<file path="config.mk">
export PLATFORM = sky130hd
export DESIGN_NAME = fetch_unit
export DESIGN_NICKNAME = d
export VERILOG_FILES = /design/src/rtl/skylark_pkg.sv /design/src/rtl/fetch_fifo.sv /design/src/rtl/fetch_unit.sv
export SDC_FILE = /design/constraint.sdc
export NUM_CORES = 1
export LEC_CHECK = 0
export CORE_MARGIN = 4
export CORE_UTILIZATION = 45
export DETAILED_ROUTE_END_ITERATION = 6
export GPL_ROUTABILITY_DRIVEN = 0
export HOLD_SLACK_MARGIN = 0.05
export PLACE_DENSITY = 0.72
export SLEW_MARGIN = 20
export SYNTH_ARGS = -nofsm -noshare
export SYNTH_HDL_FRONTEND = slang
export SYNTH_HIERARCHICAL = 1
export SYNTH_SLANG_ARGS = --single-unit
</file>
<file path="constraint.sdc">
create_clock -name clk -period 3.1 [get_ports clk]
set_input_delay 0.62 -clock clk [delete_from_list [all_inputs] [get_ports clk]]
set_output_delay 0.62 -clock clk [all_outputs]
set_load 0.05 [all_outputs]
</file>
<file path="src/rtl/skylark_pkg.sv">
// Shared types and constants for the skylark fetch path.
package skylark_pkg;

   localparam int unsigned XLEN_DEF = 32;
   localparam int unsigned INSTR_W  = 32;

   localparam logic [INSTR_W-1:0] NOP_INSTR = 32'h0000_0013;

   typedef enum logic [1:0] {
      PC_INC     = 2'b00,
      PC_PREDICT = 2'b01,
      PC_RECOVER = 2'b10
   } pcsrc_t;

   typedef enum logic [1:0] {
      IDLE,
      WAIT,
      DISCARD
   } fetch_state_t;

   typedef struct packed {
      logic [INSTR_W-1:0]  instr;
      logic [XLEN_DEF-1:0] pc;
      logic                bflag;
   } fetch_entry_t;

   localparam int unsigned ENTRY_W = $bits(fetch_entry_t);

endpackage

</file>
<file path="src/rtl/fetch_fifo.sv">
// Two-entry shift-register FIFO; the head always sits in slot 0.
module fetch_fifo #(
   parameter int unsigned   W         = 8,
   parameter logic [W-1:0]  RESET_VAL = '0
) (
   input  logic         clk,
   input  logic         reset,
   input  logic         flush,
   input  logic         push,
   input  logic         pop,
   input  logic [W-1:0] din,
   output logic [W-1:0] head,
   output logic         valid,
   output logic [1:0]   count
);

   logic [W-1:0] data0;
   logic [W-1:0] data1;

   // Storage and occupancy; emptied slots return to RESET_VAL so the head reads idle values.
   always_ff @(posedge clk) begin
      if (reset || flush) begin
         count <= 2'd0;
         data0 <= RESET_VAL;
         data1 <= RESET_VAL;
      end else begin
         case ({push, pop})
            2'b10: begin
               if (count == 2'd0) data0 <= din;
               else               data1 <= din;
               count <= count + 2'd1;
            end
            2'b01: begin
               data0 <= (count == 2'd2) ? data1 : RESET_VAL;
               data1 <= RESET_VAL;
               count <= count - 2'd1;
            end
            2'b11: begin
               if (count == 2'd2) begin
                  data0 <= data1;
                  data1 <= din;
               end else begin
                  data0 <= din;
               end
            end
            default: ;
         endcase
      end
   end

   assign head  = data0;
   assign valid = (count != 2'd0);

endmodule

</file>
<file path="src/rtl/fetch_unit.sv">
// Instruction fetch: owns the PC, issues single-outstanding imem requests,
// buffers responses for decode and applies predict/recover redirects.
module fetch_unit
   import skylark_pkg::*;
#(
   parameter int unsigned      XLEN     = 32,
   parameter logic [XLEN-1:0]  RESET_PC = 32'h0000_0000
) (
   input  logic             clk,
   input  logic             reset,
   output logic             imem_req_valid,
   input  logic             imem_req_ready,
   output logic [XLEN-1:0]  imem_req_addr,
   input  logic             imem_rsp_valid,
   input  logic [31:0]      imem_rsp_data,
   input  logic [1:0]       PCSrcE,
   input  logic [XLEN-1:0]  target_D,
   input  logic [XLEN-1:0]  recovery_pc_E,
   input  logic             stall_D,
   output logic             valid_D,
   output logic [31:0]      instr_D,
   output logic [XLEN-1:0]  pc_D,
   output logic             branched_flag_F
);

   localparam fetch_entry_t IDLE_ENTRY = '{instr: NOP_INSTR, pc: '0, bflag: 1'b0};

   fetch_state_t     state;
   logic [XLEN-1:0]  pc;
   logic [XLEN-1:0]  req_addr;
   logic             pending_bflag;

   logic             redirect_pred;
   logic             redirect_rec;
   logic             redirect;
   logic             req_fire;
   logic             pop_raw;
   logic             pop;
   logic             push;
   logic [1:0]       count;
   logic [1:0]       count_after_pop;
   logic             head_valid;
   logic [ENTRY_W-1:0] head_bits;
   fetch_entry_t     head_entry;
   fetch_entry_t     wr_entry;

   // Redirect decode; recovery outranks prediction, 11 falls through as increment.
   assign redirect_rec  = (PCSrcE == PC_RECOVER);
   assign redirect_pred = (PCSrcE == PC_PREDICT);
   assign redirect      = redirect_rec || redirect_pred;

   // Handshakes and FIFO control; a redirect suppresses both push and pop.
   assign pop_raw         = head_valid && !stall_D;
   assign pop             = pop_raw && !redirect;
   assign push            = (state == WAIT) && imem_rsp_valid && !redirect;
   assign count_after_pop = count - 2'(pop_raw);
   assign imem_req_valid  = (state == IDLE) && (count_after_pop < 2'd2) && !reset;
   assign imem_req_addr   = pc;
   assign req_fire        = imem_req_valid && imem_req_ready;

   assign wr_entry = '{instr: imem_rsp_data, pc: req_addr, bflag: pending_bflag};

   fetch_fifo #(
      .W         (ENTRY_W),
      .RESET_VAL (IDLE_ENTRY)
   ) u_fifo (
      .clk   (clk),
      .reset (reset),
      .flush (redirect),
      .push  (push),
      .pop   (pop),
      .din   (wr_entry),
      .head  (head_bits),
      .valid (head_valid),
      .count (count)
   );

   assign head_entry      = fetch_entry_t'(head_bits);
   assign valid_D         = head_valid;
   assign instr_D         = head_entry.instr;
   assign pc_D            = XLEN'(head_entry.pc);
   assign branched_flag_F = head_entry.bflag;

   // Fetch FSM, PC and branched-flag tracking.
   always_ff @(posedge clk) begin
      if (reset) begin
         state         <= IDLE;
         pc            <= RESET_PC;
         req_addr      <= '0;
         pending_bflag <= 1'b0;
      end else begin
         if (req_fire) req_addr <= pc;
         if (redirect) begin
            pc            <= redirect_rec ? recovery_pc_E : target_D;
            pending_bflag <= !redirect_rec;
            case (state)
               IDLE:    state <= req_fire ? DISCARD : IDLE;
               WAIT:    state <= imem_rsp_valid ? IDLE : DISCARD;
               DISCARD: state <= imem_rsp_valid ? IDLE : DISCARD;
               default: state <= IDLE;
            endcase
         end else begin
            if (req_fire) pc <= pc + XLEN'(4);
            if (push)     pending_bflag <= 1'b0;
            case (state)
               IDLE:    if (req_fire)       state <= WAIT;
               WAIT:    if (imem_rsp_valid) state <= IDLE;
               DISCARD: if (imem_rsp_valid) state <= IDLE;
               default: state <= IDLE;
            endcase
         end
      end
   end

   // Flag the reserved redirect encoding in simulation.
   always_ff @(posedge clk) begin
      if (!reset) begin
         assert (PCSrcE != 2'b11) else $error("fetch_unit: reserved PCSrcE encoding 11");
      end
   end

endmodule

</file>
==> out/summary.txt, run 1 <==
Status: complete, no violations
Initial antenna violation count: 1
Post-CTS Setup Bufs: 0
NumNets Final: 1336
Worst VDD drop: 0.336 mV
Final total power: 0.00591 W
Hold Vio Cnt, Final: 0
Critical Path Start Type: input pin
Worst hold path class: reg2reg
Clock tree buffer depth: 2
Leakage dissipation: 4.26 nW
Worst hold slack: 0.465 ns
Reg2reg end: imem_req_addr[31]
Routed wire length: 26200 um
Vias: 8658
CTS Root Cell: clkbuf_16
Synth warn: 6
Vias in the first global route: 8047
DRT iter0 DRCs: 469
Fin crit period: 2.91 ns
Number of distinct library cells after synthesis: 59
Max cap viols: 0
Fin crit share: 94.0%
Slew @ Worst Pin: 0.697 ns
Antenna Nets Post-Route: 0
Final Max Tran Viols: 0
Critical path type: in2reg
Worst Setup End Kind: flop
Core Box Area: 20300 sq um
Largest net degree at the start of global routing: 68
Worst Reg2Reg Path Length in Cells: 7
Worst setup endpoint: u_fifo/head[31]
Worst-path clk slew: 0.07 ns
Clk sink count: 199
CTS H-tree lvls: 4
Via density: 5.75
Mapped Cells: 1063
#FFs+latches synth: 199
Ys async rst share: 0%
Fmax: 343 MHz
Initial core utilization: 45.8%
Pwr per Cell Area: 477 nW/um^2
DRC violations left: 0
Count of flip-flops with a built-in enable after synthesis: 0
TritonCTS clock tree: done
Ys flop type: dfxtp_1
Data arrival, critical path: 3.22 ns
Critical path launch point: PCSrcE[0]
Crit path max fanout: 18
Total CTS buffers: 17
Cells after DPL: 1474
Mapped Avg Cell Area: 8.74 sq um
Setup Viol. Count Final: 0
Slew headroom: 53.6%
RSZ-0062 raised after global routing: false
Number of I/O pins: 202
First-pass GRT wire length: 41200 um
Clock Skews: 0.00963 ns
Remaining global-route overflow: 0
DP Wirelength: 18100 um
WL/cell: 17.4 um
Post-synthesis sequential area ratio: 42.9%
Fill count: 1774
Register-to-Register Setup Slack: 0.63 ns
Synth Cell Area: 9290 sq um
# diodes: 0
Syn nets: 1176
Post-Layout Cell Count: 1505
Number of port buffers: 201
Total GRT Usage: 22.1%
Die Ht: 152 um
Area delta synth->final: 33.2%
Chip width: 152 um
R2r startpoint: u_fifo/count[0]
Row count: 52
Ratio of cells with drive above 1 in the final layout: 11.5%
Required time of the critical path: 3.41 ns
Total iterations of the first detailed-routing run: 5
Die ar.: 23000 sq um
Clk_lat worst skew: 0.43 ns
-- per-stage QoR --
step | util [%] | cell area [sq um] | setup slack, ns | TNS (ns)
floorplan | - | 9290 | 0.280 | 0
global placement | 57.8 | 11700 | -0.200 | -19.26
detailed placement | 57.8 | 11700 | -0.243 | -22.46
CTS | 60.9 | 12400 | 0.180 | 0
global route | 61.0 | 12400 | 0.00667 | 0
finish | 61.0 | 12400 | 0.186 | 0
-- logic make-up after synthesis --
group / synth area share [%]
AOI/OAI and AO/OA: 26.0
adders and majority gates: 1.35
muxes: 0.889
xor gates and xnor gates: 2.55
DFF: 42.9
buffers and inverters: 6.17
and+or+nand+nor: 20.2
-- cell usage in the layout, fill, tap and decap left out, drive strengths merged, types with 18 or more instances in the layout --
cell | Yosys | layout
nor4 | 19 | 19
nor2b | 31 | 31
dfxtp | 199 | 199
a221oi | 62 | 62
xnor2 | 24 | 24
nand2 | 80 | 80
clkdlybuf4s50 | 0 | 199
nor2 | 82 | 82
nand4b | 62 | 62
a21oi | 104 | 104
clkbuf | 76 | 18
inv | 18 | 22
o21ai | 130 | 130
a211oi | 53 | 53
buf | 37 | 55
-- timing repair --
action	4_1_cts	5_1_grt
gates resized for setup	0	1
hold buffers	0	0
endpoints found under the setup margin	0	1
-- state kept, by name, indices dropped and copies added (netlist names) --
register and flops:
u_fifo/count 2, imem_req_addr 32, pending_bflag 1, req_addr 32
state 2, u_fifo/head 65, u_fifo/data1 65
-- cell type report --
class	count	area (sq um)	share of cell area (%)
timing repair buffer	254	2560	20.7
sequential	199	3980	32.2
clock buffer	18	439	3.55
multi-input combinational	732	4790	38.7
tap	270	338	2.73
inverter	19	71.3	0.576
clock inverter	13	194	1.57
-- cells in the mapped netlist, types with 2 or more instances --
master / instances / area [sq um]
a21o_1: 2 / 15.0
ha_1: 10 / 125
and4_1: 3 / 26.3
a31o_2: 2 / 17.5
dfxtp_1: 199 / 3980
nor3_1: 10 / 50.1
a211oi_1: 53 / 398
nor2b_1: 31 / 194
o21ai_1: 43 / 215
a221oi_2: 20 / 300
nor2_1: 80 / 300
nand3_1: 10 / 50.1
nor4_4: 3 / 63.8
a211o_1: 3 / 26.3
inv_1: 17 / 63.8
xnor2_1: 24 / 210
mux2i_1: 6 / 60.1
o21ai_0: 86 / 430
buf_1: 4 / 15.0
clkbuf_1: 76 / 285
xor2_1: 3 / 26.3
nand4b_1: 62 / 543
a221oi_1: 42 / 368
a311oi_1: 4 / 35.0
buf_2: 23 / 115
buf_4: 7 / 52.6
nor4_2: 9 / 113
and2_1: 2 / 12.5
nand4_1: 6 / 37.5
buf_6: 3 / 33.8
and3_1: 5 / 31.3
nand2_1: 79 / 297
or2_2: 2 / 12.5
a21oi_1: 103 / 515
nor4_1: 7 / 43.8
-- report_power, final --
group | switching, W | internal, W
Sequential | 0.0000929 | 0.00262
Combinational | 0.000469 | 0.000336
Clock | 0.00101 | 0.00138
-- metal layers --
layer / vias to the layer above / global-route usage, % / share of wire [%]
met5: - / 0 / 0.038
met4: 2 / 5.57 / 1.2
met3: 24 / 5.83 / 9.4
met2: 351 / 34.6 / 44
met1: 4057 / 30.4 / 45
li1: 4224 / - / -
-- worst min-delay path by stage --
stage	depth (start not counted)	endpoint	slack, ns	from
final	1	u_fifo/head[37]	0.47	u_fifo/head[37]
after global routing	1	u_fifo/head[33]	0.48	u_fifo/head[33]
after CTS	1	u_fifo/head[37]	0.47	u_fifo/head[37]
after detailed placement	1	u_fifo/head[37]	0.45	u_fifo/head[37]
after global placement	1	u_fifo/head[37]	0.45	u_fifo/head[37]
after floorplan	2	u_fifo/data1[44]	0.45	u_fifo/data1[44]
-- worst max-delay path: stages --
cell             delay (ns)
clkdlybuf4s50_1        0.49
inv_1                  0.06
ha_2                   0.32
clkinv_1               0.15
nor3b_1                0.24
buf_4                  0.15
inv_1                  0.05
ha_1                   0.21
buf_4                  0.15
a21o_2                 0.23
buf_4                  0.22
a221oi_1               0.25
nor2_1                 0.08
No activity file was read; power rests on OpenSTA's default activity.
==> run 2: changes to the inputs <==
- CTS_CLUSTER_DIAMETER: default -> 200
- PLACE_DENSITY: 0.72 -> default
- PLACE_DENSITY_LB_ADDON: default -> 0.08
- clock period: 3.1 -> 3.75 ns (I/O delays scaled with it)
==> run 2 against run 1 <==
  * Sequential share of layout area increased by 0.67 points
  * Wire length decreased by 1.2%
  * Worst hold slack improved by 0.0066 ns
  * Non-clock buffer count decreased by 18
  * Flip-flop and latch count unchanged
  * Worst setup slack improved by 0.25 ns
  * Total power decreased by 19%
  * Global-route usage decreased by 0.22 points
  * Via count decreased by 2.7%
  * Combinational power decreased by 19%
  * Clock skew about the same
  * Die area unchanged
  * Critical path type unchanged
  * Critical endpoint is now u_fifo/data1[60]
  * Largest power group unchanged
==> out/summary.txt, run 2 (same netlist as run 1, synthesis figures left out) <==
CTS Hold Buffers Added: 0 (unchanged)
Clock Skews: 0.00950 ns (was 0.00963 ns)
Number of I/O pins: 202 (unchanged)
Clk sink count: 199 (unchanged)
Fmax: 302 MHz
Worst VDD drop: 0.264 mV (was 0.336 mV)
Initial core utilization: 45.8% (unchanged)
Fill count: 1875 (was 1774)
P_int: 0.00352 W (was 0.00434 W)
Critical path type: in2reg (unchanged)
Total iterations of the first detailed-routing run: 4 (was 5)
Setup Viol. Count Final: 0 (unchanged)
Required time of the critical path: 4.10 ns (was 3.41 ns)
CTS Root Cell: clkbuf_16 (unchanged)
Via density: 5.67 (was 5.75)
Die ar.: 23000 sq um (unchanged)
Slew @ Worst Pin: 0.776 ns (was 0.697 ns)
DRT iter0 DRCs: 521 (was 469)
Row count: 52 (unchanged)
Initial antenna violation count: 0 (was 1)
Routed wire length: 25900 um (was 26200 um)
Fin crit share: 88.3%
Data arrival, critical path: 3.66 ns (was 3.22 ns)
CTS resizes: 0 (unchanged)
Leakage dissipation: 4.13 nW (was 4.26 nW)
Area delta synth->final: 30.5% (was 33.2%)
Commonest non-fill, non-tap cells in the layout: 199 x dfxtp_1, 199 x clkdlybuf4s50_1, 103 x a21oi_1 (unchanged)
CP peak stage delay: 0.65 ns (was 0.49 ns)
Total GRT Usage: 21.8% (was 22.1%)
Worst Setup End Kind: flop (unchanged)
Max cap viols: 0 (unchanged)
Post-layout util: 59.8% (was 61.0%)
Chip width: 152 um (unchanged)
Largest net degree at the start of global routing: 68 (unchanged)
Critical Path Start Type: input pin (unchanged)
Worst hold path class: reg2reg (unchanged)
DP Wirelength: 16900 um (was 18100 um)
Critical Path, Cell by Cell: clkdlybuf4s50_1, inv_1, ha_2, clkinv_1, nor2_1, ha_1, nor2b_1, o21a_4, o21ai_0, a21oi_1 (was clkdlybuf4s50_1, inv_1, ha_2, clkinv_1, nor3b_1, buf_4, inv_1, ha_1, buf_4, a21o_2, buf_4, a221oi_1, nor2_1)
DRC violations left: 0 (unchanged)
CTS H-tree lvls: 4 (unchanged)
Total CTS buffers: 17 (unchanged)
Sw Share: 26.3% (was 26.5%)
First-pass GRT wire length: 41000 um (was 41200 um)
Slew headroom: 48.3% (was 53.6%)
Critical-path top delay cell: o21a_4 (was clkdlybuf4s50_1)
Ratio of cells with drive above 1 in the final layout: 10.0% (was 11.5%)
Pwr per Cell Area: 394 nW/um^2 (was 477 nW/um^2)
Sequential share of power: 47.0% (was 46.0%)
Remaining global-route overflow: 0 (unchanged)
Die Ht: 152 um (unchanged)
WL/cell: 17.4 um (about the same)
Clock Power Share: 39.4% (was 40.4%)
Comb pwr share: 13.6% (about the same)
Antenna Nets Post-Route: 0 (unchanged)
Number of port buffers: 201 (unchanged)
Worst hold slack: 0.472 ns (was 0.465 ns)
Clock tree buffer depth: 2 (unchanged)
Setup TNS Final: 0 ns (unchanged)
Worst-path clk slew: 0.07 ns (about the same)
Hold Vio Cnt, Final: 0 (unchanged)
Core Box Area: 20300 sq um (unchanged)
TritonCTS clock tree: done (unchanged)
Post-CTS Setup Bufs: 0 (unchanged)
NumNets Final: 1318 (was 1336)
Fin crit period: 3.31 ns
NetSw: 0.00126 W (was 0.00157 W)
Status: complete, no violations (unchanged)
Final Max Tran Viols: 0 (unchanged)
Clk_lat worst skew: 0.43 ns (about the same)
Vias in the first global route: 7920 (was 8047)
Vias: 8428 (was 8658)
# diodes: 0 (unchanged)
RSZ-0062 raised after global routing: false (unchanged)
Crit path max fanout: 62 (was 18)
[run 2: final timing paths]
check,startpoint,end,slack [ns],cells past startpoint
setup / recovery,PCSrcE[0],u_fifo/data1[60],0.44,10
hold reg to reg,u_fifo/head[34],u_fifo/head[34],0.47,1
setup reg to reg,u_fifo/count[0],u_fifo/data1[60],1.04,9
hold / removal,u_fifo/head[34],u_fifo/head[34],0.47,1
[run 2: worst max-delay path: cells and delay by family]
kind            cells  cell delay (ns)
compound gates      3             1.00
fa+ha+maj           2             0.59
buf+inv             3             0.70
simple gates        2             0.59
[run 2: cell type report]
class	count	area (sq um)	share of cell area (%)
Tap cell	270	338	2.79
Clock buffer	20	457	3.77
Sequential cell	199	3980	32.8
Multi-Input combinational cell	732	4780	39.4
Inverter	19	71.3	0.588
Timing Repair Buffer	236	2350	19.4
Clock inverter	11	146	1.21
[run 2: power by group through the flow]
| stage | sequential (W) | clock, W | combinational [W] |
|---|---|---|---|
| finish | 0.00225 | 0.00188 | 0.000652 |
| global placement | 0.00229 | 0 | 0.000652 |
| global route | 0.00225 | 0.00201 | 0.000701 |
| CTS | 0.00225 | 0.00192 | 0.000657 |
| floorplan | 0.00241 | 0 | 0.000248 |
| detailed placement | 0.00229 | 0 | 0.000654 |
[run 2: per-stage QoR]
stage,cells,instance area [sq um],setup slack [ns],power (W)
3_5_place_dp,1456,11500,0.0384,0.00295
5_1_grt,1487,12100,0.156,0.00496
6_report,1487,12100,0.438,0.00478
2_1_floorplan,1063,9290,0.800,0.00266
4_1_cts,1487,12100,0.461,0.00482
3_3_place_gp,1456,11500,0.0409,0.00294
[run 2: metal layers]
metal,GRT usage [%],up-vias,wire length (um)
met5,0,-,0
met3,4.82,21,2010
met1,30.6,3953,12100
li1,-,4177,-
met2,34.0,277,11400
met4,6.33,0,330
==> run 3: changes to the inputs <==
- CELL_PAD_IN_SITES_DETAIL_PLACEMENT: default -> 2
- CELL_PAD_IN_SITES_GLOBAL_PLACEMENT: default -> 2
- CORE_UTILIZATION: 45 -> 33
==> run 3 against run 2 <==
  * Flip-flop and latch count did not move
  * Via count rose by 4.1%
  * Combinational power rose by 3%
  * First-iteration DRC count rose by 1.3%
  * Fmax fell by 0.82%
  * Register-to-register slack got worse by 0.04 ns
  * Worst setup slack got worse by 0.027 ns
  * Clock power barely moved
  * Non-clock buffer count fell by 3
  * Global-route usage fell by 1.3 points
  * Largest power group unchanged
==> out/summary.txt, run 3 (same netlist as run 1, synthesis figures left out) <==
Status: complete, no violations (unchanged)
Remaining global-route overflow: 0 (unchanged)
Clock tree buffer depth: 2 (unchanged)
Setup Viol. Count Final: 0 (unchanged)
Via density: 5.51 (was 5.67)
Core Box Area: 27800 sq um (was 20300 sq um)
HP Start: u_fifo/data1[51] (was u_fifo/head[34])
CTS Hold Buffers Added: 0 (unchanged)
DRC violations left: 0 (unchanged)
Row count: 61 (was 52)
Leakage dissipation: 4.13 nW (about the same)
Sequential share of power: 46.8% (was 47.0%)
Largest net degree at the start of global routing: 70 (was 68)
Max cap viols: 0 (unchanged)
TritonCTS clock tree: done (unchanged)
DP Wirelength: 21600 um (was 16900 um)
Clock Skews: 0.0208 ns (was 0.00950 ns)
Fill count: 3067 (was 1875)
CTS H-tree lvls: 4 (unchanged)
Critical path type: in2reg (unchanged)
Comb pwr share: 14.0% (was 13.6%)
WL/cell: 20.3 um (was 17.4 um)
Required time of the critical path: 4.11 ns (was 4.10 ns)
Fin crit share: 89.0% (was 88.3%)
Die ar.: 30900 sq um (was 23000 sq um)
Critical Path, Cell by Cell: clkdlybuf4s50_1, inv_1, ha_2, clkinv_1, buf_4, nor2_1, ha_1, mux2i_4, buf_4, a221oi_1, nor2_1 (was clkdlybuf4s50_1, inv_1, ha_2, clkinv_1, nor2_1, ha_1, nor2b_1, o21a_4, o21ai_0, a21oi_1)
Clk sink count: 199 (unchanged)
Clock Power Share: 39.2% (was 39.4%)
First-pass GRT wire length: 51800 um (was 41000 um)
CP peak stage delay: 0.48 ns (was 0.65 ns)
Hold Path Cell Cnt: 2 (was 1)
Number of I/O pins: 202 (unchanged)
Post-layout util: 44.1% (was 59.8%)
Vias in the first global route: 9151 (was 7920)
Antenna Nets Post-Route: 0 (unchanged)
Chip width: 176 um (was 152 um)
Slew @ Worst Pin: 0.861 ns (was 0.776 ns)
Register-to-Register Setup Slack: 1.00 ns (was 1.04 ns)
Die Ht: 176 um (was 152 um)
Number of port buffers: 201 (unchanged)
Worst Hold Endpoint: u_fifo/data1[51] (was u_fifo/head[34])
Initial core utilization: 33.4% (was 45.8%)
R2r startpoint: u_fifo/count[0] (unchanged)
Worst VDD drop: 0.343 mV (was 0.264 mV)
Total iterations of the first detailed-routing run: 6 (was 4)
Reg2reg end: imem_req_addr[29] (was u_fifo/data1[60])
Total CTS buffers: 17 (unchanged)
DRT iter0 DRCs: 528 (was 521)
P_int: 0.00340 W (was 0.00352 W)
NetSw: 0.00140 W (was 0.00126 W)
Critical Path Start Type: input pin (unchanged)
Ratio of cells with drive above 1 in the final layout: 9.79% (was 10.0%)
Routed wire length: 32400 um (was 25900 um)
Worst Setup End Kind: flop (unchanged)
Fin area: 12300 sq um (was 12100 sq um)
Worst-path clk slew: 0.08 ns (was 0.07 ns)
Commonest non-fill, non-tap cells in the layout: 199 x dfxtp_1, 199 x clkdlybuf4s50_1, 103 x a21oi_1 (unchanged)
Vias: 8775 (was 8428)
Pwr per Cell Area: 392 nW/um^2 (was 394 nW/um^2)
Total GRT Usage: 20.5% (was 21.8%)
Fmax: 299 MHz (was 302 MHz)
Crit path max fanout: 20 (was 62)
Worst hold path class: reg2reg (unchanged)
Area delta synth->final: 31.9% (was 30.5%)
RSZ-0062 raised after global routing: false (unchanged)
# diodes: 0 (unchanged)
Final Max Tran Viols: 0 (unchanged)
Sw Share: 29.3% (was 26.3%)
Hold Vio Cnt, Final: 0 (unchanged)
Critical path launch point: PCSrcE[0] (unchanged)
Worst Reg2Reg Path Length in Cells: 7 (was 9)
Fin crit period: 3.34 ns (was 3.31 ns)
Slew headroom: 42.6% (was 48.3%)
Dpl cell area: 11700 sq um (was 11500 sq um)
CTS Root Cell: clkbuf_16 (unchanged)
NumNets Final: 1315 (was 1318)
Critical-path top delay cell: clkdlybuf4s50_1 (was o21a_4)
Initial antenna violation count: 1 (was 0)
Data arrival, critical path: 3.70 ns (was 3.66 ns)
CTS resizes: 0 (unchanged)
Post-CTS Setup Bufs: 0 (unchanged)
Clk_lat worst skew: 0.44 ns (was 0.43 ns)
[run 3: how the worst max path moves through the flow]
stage | to | slack, ns | cells past startpoint
5_1_grt | u_fifo/head[54] | 0.24 | 13
6_report | u_fifo/head[51] | 0.41 | 11
3_5_place_dp | u_fifo/head[57] | -0.03 | 13
4_1_cts | u_fifo/head[57] | 0.43 | 13
3_3_place_gp | u_fifo/head[39] | 0.02 | 13
2_1_floorplan | u_fifo/data1[44] | 0.80 | 12
[run 3: critical path, delay by kind of cell]
kind	cells	cell delay, ns
fa+ha+maj	2	0.76
buf+inv	5	1.24
simple gates	2	0.43
mux	1	0.35
compound gates	1	0.15
[run 3: power by group through the flow]
stage | combinational [W] | sequential [W] | clock, W
6_report | 0.000672 | 0.00225 | 0.00188
5_1_grt | 0.000728 | 0.00226 | 0.00203
4_1_cts | 0.000684 | 0.00225 | 0.00194
3_5_place_dp | 0.000681 | 0.00230 | 0
3_3_place_gp | 0.000671 | 0.00230 | 0
2_1_floorplan | 0.000248 | 0.00241 | 0
[run 3: area by class of cell]
class | instances | area (sq um) | share of cell area, %
Clock buffer | 19 | 433 | 3.53
Clock inverter | 13 | 158 | 1.29
Inverter | 19 | 71.3 | 0.582
Multi-Input combinational cell | 732 | 4780 | 39.0
Sequential cell | 199 | 3980 | 32.5
Tap cell | 378 | 473 | 3.86
Timing Repair Buffer | 233 | 2360 | 19.2
[run 3: metrics by stage]
step	power [W]	hold slack, ns	cells	setup TNS, ns	setup WS (ns)
final	0.00480	0.483	1593	0	0.411
after global routing	0.00502	0.498	1593	0	0.241
after CTS	0.00488	0.487	1593	0	0.434
after detailed placement	0.00298	0.474	1561	-0.0607	-0.0328
after global placement	0.00297	0.456	1561	0	0.0190
after floorplan	0.00266	0.449	1063	0	0.800
[run 3: metal layers]
metal | track usage (%) | routed length [um]
met5 | 0 | 7
met1 | 28.2 | 15300
met4 | 4.29 | 301
met3 | 4.09 | 1710
met2 | 33.6 | 15100
